File: src/rtl/cnl_scheduler.sv
// Channel scheduler: round-robin choice among three byte FIFOs that hold a full
// packet, with empty-packet fallback and per-channel grant statistics.
module cnl_scheduler #(
    parameter int unsigned PKT_BYTES = 30,
    parameter int unsigned CNT_W     = 8
) (
    input  logic             clk,
    input  logic             rst,
    input  logic             enable,
    input  logic [CNT_W-1:0] fifo_1_cnt,
    input  logic [CNT_W-1:0] fifo_2_cnt,
    input  logic [CNT_W-1:0] fifo_3_cnt,
    input  logic             next,
    output logic             start,
    output logic [1:0]       rdy_cnl,
    output logic [15:0]      pkt_cnt_1,
    output logic [15:0]      pkt_cnt_2,
    output logic [15:0]      pkt_cnt_3,
    output logic [15:0]      empty_cnt
);

    localparam int unsigned CMP_W = (CNT_W > 32) ? CNT_W : 32;

    localparam logic [1:0] ST_IDLE = 2'd0;
    localparam logic [1:0] ST_ARB  = 2'd1;
    localparam logic [1:0] ST_RUN  = 2'd2;

    logic [1:0] state;
    logic [1:0] state_nxt;
    logic       start_nxt;
    logic [1:0] rdy_nxt;
    logic       grant;
    logic [1:0] last_grant;
    logic [1:0] arb;
    logic [2:0] elig;

    // Widened compare so a PKT_BYTES larger than the counter range is never truncated
    assign elig[0] = CMP_W'(fifo_1_cnt) >= CMP_W'(PKT_BYTES);
    assign elig[1] = CMP_W'(fifo_2_cnt) >= CMP_W'(PKT_BYTES);
    assign elig[2] = CMP_W'(fifo_3_cnt) >= CMP_W'(PKT_BYTES);

    // Round-robin search beginning after the last data grant
    always_comb begin
        arb = 2'd0;
        case (last_grant)
            2'd1: begin
                if (elig[1])      arb = 2'd2;
                else if (elig[2]) arb = 2'd3;
                else if (elig[0]) arb = 2'd1;
            end
            2'd2: begin
                if (elig[2])      arb = 2'd3;
                else if (elig[0]) arb = 2'd1;
                else if (elig[1]) arb = 2'd2;
            end
            default: begin
                if (elig[0])      arb = 2'd1;
                else if (elig[1]) arb = 2'd2;
                else if (elig[2]) arb = 2'd3;
            end
        endcase
    end

    always_comb begin
        state_nxt = state;
        start_nxt = start;
        rdy_nxt   = rdy_cnl;
        grant     = 1'b0;
        case (state)
            ST_IDLE: begin
                start_nxt = 1'b0;
                if (enable) state_nxt = ST_ARB;
            end
            ST_ARB: begin
                grant     = 1'b1;
                state_nxt = ST_RUN;
            end
            ST_RUN: begin
                // Disable is honoured only at a packet boundary
                if (next) begin
                    if (enable) begin
                        grant = 1'b1;
                    end else begin
                        start_nxt = 1'b0;
                        state_nxt = ST_IDLE;
                    end
                end
            end
            default: begin
                start_nxt = 1'b0;
                state_nxt = ST_IDLE;
            end
        endcase
        if (grant) begin
            rdy_nxt   = arb;
            start_nxt = 1'b1;
        end
    end

    always_ff @(posedge clk) begin
        if (rst) begin
            state      <= ST_IDLE;
            start      <= 1'b0;
            rdy_cnl    <= 2'd0;
            last_grant <= 2'd3;
            pkt_cnt_1  <= 16'd0;
            pkt_cnt_2  <= 16'd0;
            pkt_cnt_3  <= 16'd0;
            empty_cnt  <= 16'd0;
        end else begin
            state   <= state_nxt;
            start   <= start_nxt;
            rdy_cnl <= rdy_nxt;
            if (grant) begin
                if (arb != 2'd0) last_grant <= arb;
                case (arb)
                    2'd1:    pkt_cnt_1 <= pkt_cnt_1 + 16'd1;
                    2'd2:    pkt_cnt_2 <= pkt_cnt_2 + 16'd1;
                    2'd3:    pkt_cnt_3 <= pkt_cnt_3 + 16'd1;
                    default: empty_cnt <= empty_cnt + 16'd1;
                endcase
            end
        end
    end

endmodule

File: config.mk
export PLATFORM = sky130hd
export DESIGN_NAME = cnl_scheduler
export DESIGN_NICKNAME = d
export VERILOG_FILES = /design/src/rtl/cnl_scheduler.sv
export SDC_FILE = /design/constraint.sdc
export NUM_CORES = 1
export LEC_CHECK = 0
export CORE_ASPECT_RATIO = 1.25
export CORE_MARGIN = 5
export CORE_UTILIZATION = 49
export CTS_CLUSTER_SIZE = 24
export DETAILED_ROUTE_END_ITERATION = 10
export GPL_TIMING_DRIVEN = 0
export PLACE_DENSITY = 0.81
export RECOVER_POWER = 25
export SLEW_MARGIN = 25
export SYNTH_ARGS = -nofsm -noshare
export SYNTH_HDL_FRONTEND = slang
export SYNTH_SLANG_ARGS = --single-unit
File: constraint.sdc
create_clock -name clk -period 3.4 [get_ports clk]
set_clock_uncertainty 0.05 [all_clocks]
set_input_delay 0.68 -clock clk [delete_from_list [all_inputs] [get_ports clk]]
set_output_delay 0.68 -clock clk [all_outputs]
set_load 0.05 [all_outputs]
==> metrics, run 1 <==
R2R cell count=10; layout cells sized above 1=0.0563; CP max stage delay=0.51 ns; P&R area growth vs syn=33.8%; Syn. warnings=0; 1st-pass router iterations=5; hold_ws=0.435 ns; Fillers=612; most used cell, CP=buf_2; CTS clk-pin slew, worst paths=0.07 ns; Vias per Instance=6.04; Hold Vio Cnt, Final=0; DR WL/cell=15.6 um; first-pass GRT wire length=16400 um; ys async rst share=0; highest-count cells in the layout ignoring fill and taps=dfxtp_1, clkdlybuf4s50_1, a21oi_1; vias in the first global route=3615; Initial DRC Count=154; Mapped Area=3550 um^2; CTS resizes=0; max-cap viol count=0; Crit-path slowest cell=o211ai_1; most common cell after layout, fill and taps aside=dfxtp_1; crit path time final=3.11 ns; pwr/cell area=370 nW/um^2; worst r2r src=last_grant[0]; Worst setup SP type=primary input; static leakage=1.64 nW; post-CTS setup buffers=0; WS Path Type=in2reg; Via Count=3761; dominant synthesized flop cell=dfxtp_1; Synth cell types=45; RePlAce Congestion=0.805; Die X=86.1 um; largest net degree at the start of global routing=13; reg-to-reg endpoint=pkt_cnt_2[12]; total gr overflow=0; Clock Tree Buf Depth=2; Num CTS Buffers=9; dpl cells=607; fin cells=623; synthesized flop and latch total=71; initial antenna violation count=0; HP Start=rdy_cnl[1]; syn nets=464; DRT Wirelength=9740 um; Worst Tran Pin Value=1.05 ns; Core Area=7020 um^2; Avg Inst Size Synth=8.33 um^2; final core occ=0.676; Crit. End Element=flop; WHS Path Cells=2; Final Cycle Share=0.915; TritonCTS clock tree=built; ant diodes=0; status=finished clean; Worst EP arrival=3.27 ns; Rows=34; post-DP HPWL=7270 um; final net count=566; Post-synth EDFFs=0; Peak VDD IR=0.219 mV; later-pin clock latency in the skew report=0.35 ns; Tot GR Track Use=0.218; CTS root buf=clkbuf_8; Hold Path Sink=rdy_cnl[1]; number of I/O port buffers=91; unrepaired setup endpoints after global routing=no; worst hold path class=reg2reg; Gate Count Post-Synth=426; final setup violation count=0; number of buffers inserted by hold repair at cts=0; die area=9050 um^2; CTS H-Tree Depth=3; initial core utilization=0.505; Die H=105 um; R2R Setup Slk=0.36 ns; crit path max fanout=10; CP top delay family=buffers and inverters; sequential area share after synthesis=0.401; relative slew slack=0.299; critical path cell sequence=clkdlybuf4s50_1, and4_1, or4_1, buf_2, a22o_1, o211ai_1, buf_2, mux2i_1, nor2_1; Buf/Inv on CP=3; IO Pins=95; CTS sink cnt=71; Routed Antenna Nets=0; max-slew violation count=0; WP data required=3.56 ns; Pwr Total=1.76 mW; # DRC=0; Fmax=321 MHz
-- metal layers --
layer	wire, um	vias up	global-route usage
met5	0	-	0
met4	193	0	0.105
met3	422	19	0.0354
met2	5110	112	0.380
met1	4010	1783	0.254
li1	-	1847	-
-- worst reg2reg max path, cell delays in order (launching register included) --
cell and delay [ns]:
dfxtp_1 0.37, inv_1 0.06, ha_1 0.38, or4b_1 0.46, a211o_1 0.33, o211ai_4 0.15, nand4_1 0.21, clkbuf_1 0.26
clkbuf_1 0.29, o21ai_0 0.26, a21oi_1 0.10
-- report_power, final --
part           leakage [nW]  internal (mW)  switching (mW)
clock network        0.0853          0.284           0.319
registers             0.572          0.850          0.0170
logic                 0.978          0.109           0.180
-- flip-flops by register name, summed over array words and instances, names as in the netlist --
signal	flops
pkt_cnt_1	16
pkt_cnt_2	16
pkt_cnt_3	16
state	2
rdy_cnl	2
empty_cnt	16
start	1
last_grant	2
-- per-stage QoR --
stage	instance area, um^2	setup TNS [ns]	setup WS [ns]
finish	4750	0	0.287
global route	4750	0	0.100
CTS	4750	0	0.297
detailed placement	4570	-0.191	-0.0532
global placement	4570	-0.00790	-0.00790
floorplan	3550	0	0.687
-- cell type report --
| type | count | area [um^2] | area share |
|---|---|---|---|
| multi-input combinational | 323 | 2000 | 0.421 |
| sequential | 71 | 1420 | 0.299 |
| timing repair buffer | 91 | 911 | 0.192 |
| clock buffer | 11 | 141 | 0.0298 |
| tap | 90 | 113 | 0.0237 |
| buffer | 21 | 85.1 | 0.0179 |
| inverter | 11 | 41.3 | 0.00870 |
| clock inverter | 5 | 33.8 | 0.00712 |
-- cells by family (layout without fill, tap and decap cells) --
logic type,count (synthesis),after routing,synth area share
AOI/OAI and AO/OA,133,133,0.230
xor gates and xnor gates,5,5,0.0123
adders and majority gates,10,10,0.0353
buffers and inverters,32,139,0.0356
DFF,71,71,0.401
muxes,5,5,0.0145
and+or+nand+nor,170,170,0.272
-- synth_stat cells, types with 4 or more instances --
cell type / instances / area [um^2]
clkbuf_1: 15 / 56.3
and4_1: 9 / 78.8
and2_1: 5 / 31.3
nand3_1: 27 / 135
or4_1: 14 / 105
and3_1: 8 / 50.1
o211ai_1: 4 / 30.0
ha_1: 10 / 125
o31ai_1: 12 / 90.1
nand4_1: 17 / 106
nor3_1: 4 / 20.0
o21ai_0: 35 / 175
inv_1: 11 / 41.3
or3_1: 35 / 219
buf_2: 5 / 25.0
nor4_1: 4 / 25.0
dfxtp_1: 71 / 1420
nand2_1: 24 / 90.1
mux2i_1: 4 / 40.0
nor2_1: 18 / 67.6
a21oi_1: 55 / 275
-- worst max path at each step --
stage	depth (start not counted)	startpoint	endpoint	slack, ns
6_report	9	fifo_1_cnt[1]	empty_cnt[1]	0.29
2_1_floorplan	8	fifo_1_cnt[1]	pkt_cnt_2[14]	0.69
5_1_grt	10	fifo_1_cnt[1]	pkt_cnt_2[12]	0.10
3_3_place_gp	9	fifo_1_cnt[1]	empty_cnt[1]	-0.008
3_5_place_dp	10	fifo_1_cnt[1]	pkt_cnt_2[12]	-0.05
4_1_cts	9	fifo_1_cnt[1]	empty_cnt[1]	0.30
Power figures use the tool's default switching activity.
==> run 2, diff against run 1 <==
--- a/config.mk
+++ b/config.mk
@@ -5,13 +5,14 @@
 export SDC_FILE = /design/constraint.sdc
 export NUM_CORES = 1
 export LEC_CHECK = 0
+export ABC_AREA = 1
 export CORE_ASPECT_RATIO = 1.25
 export CORE_MARGIN = 5
-export CORE_UTILIZATION = 49
+export CORE_UTILIZATION = 51
 export CTS_CLUSTER_SIZE = 24
 export DETAILED_ROUTE_END_ITERATION = 10
 export GPL_TIMING_DRIVEN = 0
-export PLACE_DENSITY = 0.81
+export PLACE_DENSITY = 0.8
 export RECOVER_POWER = 25
 export SLEW_MARGIN = 25
 export SYNTH_ARGS = -nofsm -noshare
==> run 2 against run 1 <==
  * Die area rose by 16%
  * Setup slack improved by 0.44 ns
  * Maximum frequency rose by 16%
  * Critical path depth fell by 2
  * Via count rose by 25%
  * First-iteration DRC count rose by 54%
  * Combinational power rose by 150%
  * Worst hold slack got worse by 0.0034 ns
  * Critical endpoint is now pkt_cnt_3[5]
  * Highest routed layer unchanged
==> metrics, run 2 <==
ant diodes=0; crit path max fanout=10; Crit. End Element=flop; initial antenna violation count=0; syn nets=692; Post-DP Area=5390 um^2; Post-Route Setup TNS=0 ns; final core occ=0.675; Core Area=8290 um^2; HP Start=rdy_cnl[0]; max-cap viol count=0; largest net degree at the start of global routing=13; Final Cycle Share=0.787; worst hold path class=reg2reg; Avg Inst Size Synth=6.67 um^2; Mapped Area=4370 um^2; share of the synthesized area in the top cell type=0.326; Peak VDD IR=0.255 mV; Worst EP arrival=2.89 ns; unrepaired setup endpoints after global routing=no; post-CTS setup buffers=0; layout cells sized above 1=0.0526; post-DP HPWL=8990 um; sequential area share after synthesis=0.326; final setup violation count=0; Syn. warnings=0; dpl cells=841; number of buffers inserted by hold repair at cts=0; Routed Antenna Nets=0; Fmax=374 MHz; synthesized flop and latch total=71; # DRC=0; R2R cell count=8; WP data required=3.61 ns; number of I/O port buffers=90; CTS resizes=0; CTS H-Tree Depth=3; Hold Vio Cnt, Final=0; Vias per Instance=5.50; IO Pins=95; most common cell after layout, fill and taps aside=nand2_1; vias in the first global route=4550; DRT Wirelength=12100 um; Synth cell types=28; top-count cell post-synth=nand2_1; synth cell count leaders=nand2_1, dfxtp_1, a21oi_1, nor2_1, inv_1; Fillers=743; footprint of the multi-input gates=2540 um^2; Worst Tran Pin Value=0.643 ns; RePlAce Congestion=0.949; Post-synth EDFFs=0; first-pass GRT wire length=20600 um; Yosys top cell by area=dfxtp_1; Tot GR Track Use=0.236; R2R Setup Slk=1.01 ns; ys async rst share=0; fin cells=857; Rows=37; Num CTS Buffers=9; Worst setup SP type=primary input; CTS sink cnt=71; ranking of synthesized cells by area=dfxtp_1, nand2_1, nand4_1, a21oi_1, xor2_1; sequential cell area=1420 um^2; 1st-pass router iterations=5; total gr overflow=0; status=finished clean; hold_ws=0.431 ns; later-pin clock latency in the skew report=0.35 ns; CTS root buf=clkbuf_8; initial core utilization=0.527; WHS Path Cells=2; Pwr Total=2.43 mW; pwr/cell area=434 nW/um^2; design area=5590 um^2; static leakage=1.99 nW; Die H=113 um; highest-count cells in the layout ignoring fill and taps=nand2_1, clkdlybuf4s50_1, dfxtp_1; DR WL/cell=14.1 um; P&R area growth vs syn=28.1%; reg-to-reg endpoint=pkt_cnt_3[5]; TritonCTS clock tree=built; final net count=793; Clock Tree Buf Depth=2; CTS clk-pin slew, worst paths=0.08 ns; max-slew violation count=0; Gate Count Post-Synth=654; crit path time final=2.67 ns; Die X=92.8 um; Hold Path Sink=rdy_cnl[0]; relative slew slack=0.568; dominant synthesized flop cell=dfxtp_1; worst r2r src=state[0]; Initial DRC Count=237; Via Count=4714; die area=10500 um^2; Worst Slack Setup Final=0.726 ns; WS Path Type=in2reg; Post-Place Setup Slack=0.794 ns
-- run 2: power by group --
group / switching (mW) / internal, mW
sequential: 0.0343 / 0.869
clock: 0.327 / 0.487
combinational: 0.504 / 0.208
-- run 2: cells by family (layout without fill, tap and decap cells) --
group / after synthesis / in the layout / share of synthesized area
simple gates: 368 / 368 / 0.383
buf+inv: 87 / 193 / 0.0871
compound gates: 76 / 76 / 0.0909
flops: 71 / 71 / 0.326
xor+xnor: 42 / 42 / 0.0843
fa+ha+maj: 10 / 10 / 0.0287
-- run 2: worst max-delay path by stage --
stage	cells after the start	end	slack (ns)	from
after floorplan	8	pkt_cnt_2[14]	1.41	pkt_cnt_2[0]
after global placement	12	pkt_cnt_2[5]	0.86	fifo_1_cnt[7]
after detailed placement	12	pkt_cnt_2[11]	0.79	fifo_1_cnt[7]
after CTS	1	pkt_cnt_2[6]	0.97	pkt_cnt_2[6]
after global routing	9	pkt_cnt_1[8]	0.53	enable
final	7	pkt_cnt_3[5]	0.73	enable
-- run 2: critical path, cell delays in order --
cell           delay [ns]
dlygate4sd3_1        0.58
nand3_1              0.16
a21boi_4             0.27
clkbuf_1             0.40
clkbuf_1             0.46
nand4_1              0.15
a21oi_1              0.17
-- run 2: area by class of cell --
| cell class | instances | share of cell area |
|---|---|---|
| tap | 97 | 0.0217 |
| multi-input combinational | 496 | 0.454 |
| inverter | 60 | 0.0407 |
| clock buffer | 10 | 0.0228 |
| sequential | 71 | 0.254 |
| timing repair buffer | 90 | 0.161 |
| clock inverter | 6 | 0.0195 |
| buffer | 27 | 0.0262 |
-- run 2: routing by layer --
metal / wire [um] / track usage / vias to the layer above
met2: 6140 / 0.420 / 153
li1: - / - / 2355
met4: 253 / 0.0841 / 0
met3: 536 / 0.0409 / 24
met1: 5180 / 0.284 / 2182
met5: 0 / 0 / -
